`src/rtl/rf_pkg.sv`:
```
// Shared constants and types for the register-file write-back path.
package rf_pkg;
    localparam int NREG = 32;
    localparam int DW   = 64;
    localparam logic [4:0] XZR_IDX = 5'd31;

    typedef enum logic {
        REQ_EX  = 1'b0,
        REQ_MEM = 1'b1
    } req_id_e;
endpackage

```
`src/rtl/rf_wb_arbiter_if.sv`:
```
// Write-back bus: two producers, the issue-side claim port, the RF write port and the busy map.
interface rf_wb_arbiter_if;
    import rf_pkg::*;

    logic            ex_valid;
    logic [4:0]      ex_rd;
    logic [DW-1:0]   ex_data;
    logic            ex_ready;
    logic            mem_valid;
    logic [4:0]      mem_rd;
    logic [DW-1:0]   mem_data;
    logic            mem_ready;
    logic            claim_valid;
    logic [4:0]      claim_rd;
    logic [4:0]      rf_Rd;
    logic [DW-1:0]   rf_data_write;
    logic            rf_reg_wr;
    logic [NREG-1:0] busy;

    modport master (
        output ex_valid, ex_rd, ex_data, mem_valid, mem_rd, mem_data, claim_valid, claim_rd,
        input  ex_ready, mem_ready, rf_Rd, rf_data_write, rf_reg_wr, busy
    );

    modport slave (
        input  ex_valid, ex_rd, ex_data, mem_valid, mem_rd, mem_data, claim_valid, claim_rd,
        output ex_ready, mem_ready, rf_Rd, rf_data_write, rf_reg_wr, busy
    );
endinterface

```
`src/rtl/rf_scoreboard.sv`:
```
// Pending-write bitmap: set on claim, cleared when the RF commits, claim beats clear.
module rf_scoreboard
    import rf_pkg::*;
(
    input  logic            clk,
    input  logic            reset,
    input  logic            claim_valid,
    input  logic [4:0]      claim_rd,
    input  logic            clr_valid,
    input  logic [4:0]      clr_rd,
    output logic [NREG-1:0] busy
);
    logic [NREG-1:0] busy_next;

    // Clear is applied before set so a same-edge claim on the retiring register keeps it busy.
    always_comb begin
        busy_next = busy;
        if (clr_valid)
            busy_next[clr_rd] = 1'b0;
        if (claim_valid && claim_rd != XZR_IDX)
            busy_next[claim_rd] = 1'b1;
        busy_next[XZR_IDX] = 1'b0;
    end

    always_ff @(posedge clk) begin
        if (reset)
            busy <= '0;
        else
            busy <= busy_next;
    end
endmodule

```
`src/rtl/rf_wb_arbiter.sv`:
```
// Round-robin arbiter for the single RF write port with a registered write stage;
// XZR writes are acknowledged and discarded without using the port.
module rf_wb_arbiter
    import rf_pkg::*;
(
    input  logic          clk,
    input  logic          reset,
    rf_wb_arbiter_if.slave bus
);
    req_id_e prio;
    logic    ex_wr;
    logic    mem_wr;
    logic    ex_grant;
    logic    mem_grant;

    always_comb begin
        ex_wr     = bus.ex_valid  && (bus.ex_rd  != XZR_IDX);
        mem_wr    = bus.mem_valid && (bus.mem_rd != XZR_IDX);
        ex_grant  = ex_wr  && (!mem_wr || prio == REQ_EX);
        mem_grant = mem_wr && (!ex_wr  || prio == REQ_MEM);
    end

    assign bus.ex_ready  = !reset && bus.ex_valid  && ((bus.ex_rd  == XZR_IDX) || ex_grant);
    assign bus.mem_ready = !reset && bus.mem_valid && ((bus.mem_rd == XZR_IDX) || mem_grant);

    // Address and data hold when idle; only the enable drops.
    always_ff @(posedge clk) begin
        if (reset) begin
            bus.rf_reg_wr     <= 1'b0;
            bus.rf_Rd         <= '0;
            bus.rf_data_write <= '0;
            prio              <= REQ_EX;
        end else if (ex_grant) begin
            bus.rf_reg_wr     <= 1'b1;
            bus.rf_Rd         <= bus.ex_rd;
            bus.rf_data_write <= bus.ex_data;
            prio              <= REQ_MEM;
        end else if (mem_grant) begin
            bus.rf_reg_wr     <= 1'b1;
            bus.rf_Rd         <= bus.mem_rd;
            bus.rf_data_write <= bus.mem_data;
            prio              <= REQ_EX;
        end else begin
            bus.rf_reg_wr     <= 1'b0;
        end
    end

    rf_scoreboard u_scoreboard (
        .clk         (clk),
        .reset       (reset),
        .claim_valid (bus.claim_valid),
        .claim_rd    (bus.claim_rd),
        .clr_valid   (bus.rf_reg_wr),
        .clr_rd      (bus.rf_Rd),
        .busy        (bus.busy)
    );
endmodule
```
`src/flat_wrapper.sv`:
```
// flat-port wrapper written by rule: the top's interface ports become plain ports
module rf_wb_arbiter_flat import rf_pkg::*;
  (clk, reset, bus_ex_valid, bus_ex_rd, bus_ex_data, bus_mem_valid, bus_mem_rd, bus_mem_data, bus_claim_valid, bus_claim_rd, bus_ex_ready, bus_mem_ready, bus_rf_Rd, bus_rf_data_write, bus_rf_reg_wr, bus_busy);
  rf_wb_arbiter_if bus_i ();
  input  logic clk;
  input  logic reset;
  input wire logic [$bits(bus_i.ex_valid)-1:0] bus_ex_valid;
  input wire logic [$bits(bus_i.ex_rd)-1:0] bus_ex_rd;
  input wire logic [$bits(bus_i.ex_data)-1:0] bus_ex_data;
  input wire logic [$bits(bus_i.mem_valid)-1:0] bus_mem_valid;
  input wire logic [$bits(bus_i.mem_rd)-1:0] bus_mem_rd;
  input wire logic [$bits(bus_i.mem_data)-1:0] bus_mem_data;
  input wire logic [$bits(bus_i.claim_valid)-1:0] bus_claim_valid;
  input wire logic [$bits(bus_i.claim_rd)-1:0] bus_claim_rd;
  output wire logic [$bits(bus_i.ex_ready)-1:0] bus_ex_ready;
  output wire logic [$bits(bus_i.mem_ready)-1:0] bus_mem_ready;
  output wire logic [$bits(bus_i.rf_Rd)-1:0] bus_rf_Rd;
  output wire logic [$bits(bus_i.rf_data_write)-1:0] bus_rf_data_write;
  output wire logic [$bits(bus_i.rf_reg_wr)-1:0] bus_rf_reg_wr;
  output wire logic [$bits(bus_i.busy)-1:0] bus_busy;
  assign bus_i.ex_valid = bus_ex_valid;
  assign bus_i.ex_rd = bus_ex_rd;
  assign bus_i.ex_data = bus_ex_data;
  assign bus_i.mem_valid = bus_mem_valid;
  assign bus_i.mem_rd = bus_mem_rd;
  assign bus_i.mem_data = bus_mem_data;
  assign bus_i.claim_valid = bus_claim_valid;
  assign bus_i.claim_rd = bus_claim_rd;
  assign bus_ex_ready = bus_i.ex_ready;
  assign bus_mem_ready = bus_i.mem_ready;
  assign bus_rf_Rd = bus_i.rf_Rd;
  assign bus_rf_data_write = bus_i.rf_data_write;
  assign bus_rf_reg_wr = bus_i.rf_reg_wr;
  assign bus_busy = bus_i.busy;
  rf_wb_arbiter u_core (.clk(clk), .reset(reset), .bus(bus_i));
endmodule
```
`config.mk`:
```
export PLATFORM = sky130hd
export DESIGN_NAME = rf_wb_arbiter_flat
export DESIGN_NICKNAME = d
export VERILOG_FILES = /design/src/rtl/rf_pkg.sv /design/src/rtl/rf_wb_arbiter_if.sv /design/src/rtl/rf_scoreboard.sv /design/src/rtl/rf_wb_arbiter.sv /design/src/flat_wrapper.sv
export SDC_FILE = /design/constraint.sdc
export NUM_CORES = 1
export LEC_CHECK = 0
export ABC_AREA = 1
export BUFFER_PORTS_ARGS = -buffer_cell sky130_fd_sc_hd__buf_2
export CAP_MARGIN = 20
export CORE_MARGIN = 1
export CORE_UTILIZATION = 50
export CTS_CLUSTER_DIAMETER = 50
export DETAILED_ROUTE_END_ITERATION = 7
export PLACE_DENSITY = 0.9
export SYNTH_ARGS = -nofsm -noshare
export SYNTH_HDL_FRONTEND = slang
export SYNTH_HIERARCHICAL = 1
export SYNTH_SLANG_ARGS = --single-unit
export TNS_END_PERCENT = 100
```
`constraint.sdc`:
```
create_clock -name clk -period 2.2 [get_ports clk]
set_input_delay 0.44 -clock clk [delete_from_list [all_inputs] [get_ports clk]]
set_output_delay 0.44 -clock clk [all_outputs]
set_load 0.02 [all_outputs]
```
==> run metrics <==
Via density=4.88; worst hold slack=364 ps; met3 WL=approximately 1.3 mm; post-synthesis cell count=816; register area share after synthesis=about 40%; Clk pwr share=roughly a quarter; Chip Height=a little over 100 um; drt initial violations=255; die footprint=10700 um^2; register bit total from synthesis=102; Die W=103 um; GPL Wtd Cong=0.942; Leak=just under 4 nW; Top delay family on crit path=simple AND/OR/NAND/NOR gates; IO Count=252; multiplexer share of the synthesized area=0%; final WL=14.9 mm; status=completed; via count=5790; WS Path Type=input pin to output port; core area=9860 um^2; CP cell instances=buf_2, nand3_1, nor2_1, nor2_4, a211oi_1, buf_2; largest net degree at the start of global routing=71; Post-CTS Resized=0; average size of a mapped cell=between 6 and 7 um^2; final setup violation count=0; RSZ-0062 raised after global routing=false; critical path peak fanout=9; Synth Area in Simple Gates=about two fifths; Max Fclk=0.538 GHz; Setup crit start=bus_ex_rd[3]; WP data required=1760 ps; CP arrival=1420 ps; vias in the first global route=approximately 5.2k; switching share of power=between 30% and 40%; Final min period=around 1900 ps; fraction of registers with async set/reset=0%; most common cell in the netlist=nand2_1; ranking of synthesized cells by area=dfxtp_1, nand2_1, nand3_1; cell mode on critical path=buf_2; TritonCTS clock tree=done; WL per Instance=12.5 um; Clock Tree Root=clkbuf_8; largest family of logic cells by synthesized area=simple AND/OR/NAND/NOR gates; Worst setup EP type=output port; Worst Hold Class=input pin to register; share of layout cells above drive strength 1=28.7%; actual slew at the worst max-slew pin=672 ps; n_diodes=0; crit-path max cell delay=240 ps; Buffers on Ports=between 200 and 300; Final nets=1196; area growth from synthesis to layout=29.7%; Core Util, Final=67.4%; TritonRoute pass-1 iters=6; Final Cycle Share=roughly 84%; RR Startpoint=u_core/bus.rf_Rd[1]$_SDFFE_PP0P_; crit start category=input pin; fin cells=1186; EDFF count, synth=0; Yosys cell types=24; total power=4.07 mW; cts bufs inserted=9; internal reg-to-reg setup slack=780 ps; area leader, netlist=dfxtp_1; Post-Syn Nets=964; GRT Total Usage=27.7%; Post-CTS Setup Bufs=0; met1 WL=6.13 mm; Starting Density=51.9%; max cap viols=0; antenna violations before repair=0; Max clock buf depth=2; Synth Area in Compound Gates=4.64%; worst vdd ir=0.000273 V; Syn Std Cell Area=approximately 5100 um^2; Cell Rows=36; Fin. Hold Viols=0; Logic pwr share=22.8%; Synth top area share=39.9%; clock-pin slew on the worst setup and hold paths=110 ps; worst rel slew slack=between 50 and 60%; worst hold start=bus_mem_data[23]; Antenna Nets Post-Route=0; clk_lat worst skew=around 350 ps; most frequent cells after synthesis=nand2_1, nand3_1, inv_1; TNS Setup=0 ps; cts hold-fix bufs=0; internal power=2.73 mW; CP bufs+invs=2; WL met2=6.95 mm; register share of total power=50.5%; max layer used=met4; PD cells=approximately 600 nW/um^2; Synth Area in Adders=0%; Net Switching=1.33 mW; yosys warns=6; number of remaining DRC errors=0; gr ovfl total=0; CTS Sinks=102; Pins Over Slew Limit=0; critical path's slowest cell=nor2_1; Synth Area in XOR/XNOR=0%; Clock Skew=~15 ps; CTS H-tree depth=3; DP Wirelength=10.9 mm; dpl cells=around 1.2k; Synth Flop Type=dfxtp_1; first-pass GRT wire length=23.4 mm
==> cell families after synthesis <==
| logic type | count (synthesis) |
|---|---|
| AOI/OAI and AO/OA | 45 |
| buffers and inverters | 190 |
| DFF | 102 |
| other | 1 |
| and+or+nand+nor | 478 |
==> routing by layer <==
metal | vias up | GRT usage (%)
met2 | 300 | 46.3
li1 | 2941 | -
met5 | - | 0
met1 | 2512 | 34.8
met4 | 0 | 13.1
met3 | 37 | 4.84
==> placed cells by master (no fill, tap or decap), drive strengths merged <==
cell type,count
a211oi,1
nor2,19
conb,1
clkinvlp,1
nand2,302
a21oi,34
clkinv,3
nor3,8
clkbuf,9
o21ai,9
inv,153
dfxtp,102
o21bai,1
nand3,149
buf,261
==> power by group through the flow <==
stage	clock network (mW)	logic, mW	registers, mW
6_report	1.09	0.928	2.05
5_1_grt	1.22	1.03	2.07
4_1_cts	1.13	0.928	2.05
3_5_place_dp	0	0.926	2.09
3_3_place_gp	0	0.909	2.09
2_1_floorplan	0	0.402	2.23
==> stage by stage <==
stage / worst slack, ps / cell area, um^2
after floorplan: 280 / 5120
after global placement: 356 / 6460
after detailed placement: 330 / 6460
after CTS: 354 / 6640
after global routing: 266 / 6640
final: 341 / 6640
==> sequential cells by signal, summed over array words and instances (netlist names) <==
name,flops
u_core/bus.rf_Rd,5
u_core/bus.rf_data_write,64
u_core/bus.rf_reg_wr,1
u_core/prio,1
u_core/u_scoreboard/busy,31
==> area by class of cell <==
cell class | count | area [um^2]
fill | 884 | 3220
multi-input combinational | 524 | 2320
sequential | 102 | 2040
timing repair buffer | 261 | 1370
inverter | 150 | 563
tap | 133 | 166
clock buffer | 9 | 124
clock inverter | 7 | 55.1
==> worst min-delay path, delay by kind of cell <==
kind                   cells  cell delay [ps]
AND/OR/NAND/NOR            3              160
buffers and inverters      2              100
==> worst paths after layout <==
path,endpoint,cells past startpoint
worst max-delay path,bus_mem_ready,6
worst min-delay path,u_core/bus.rf_data_write[23]$_SDFFE_PP0P_,5
worst max register to register,u_core/u_scoreboard/busy[26]$_SDFF_PP0_,5
worst min register to register,u_core/bus.rf_data_write[38]$_SDFFE_PP0P_,2
Note: power is estimated with default switching activity, not from simulation.
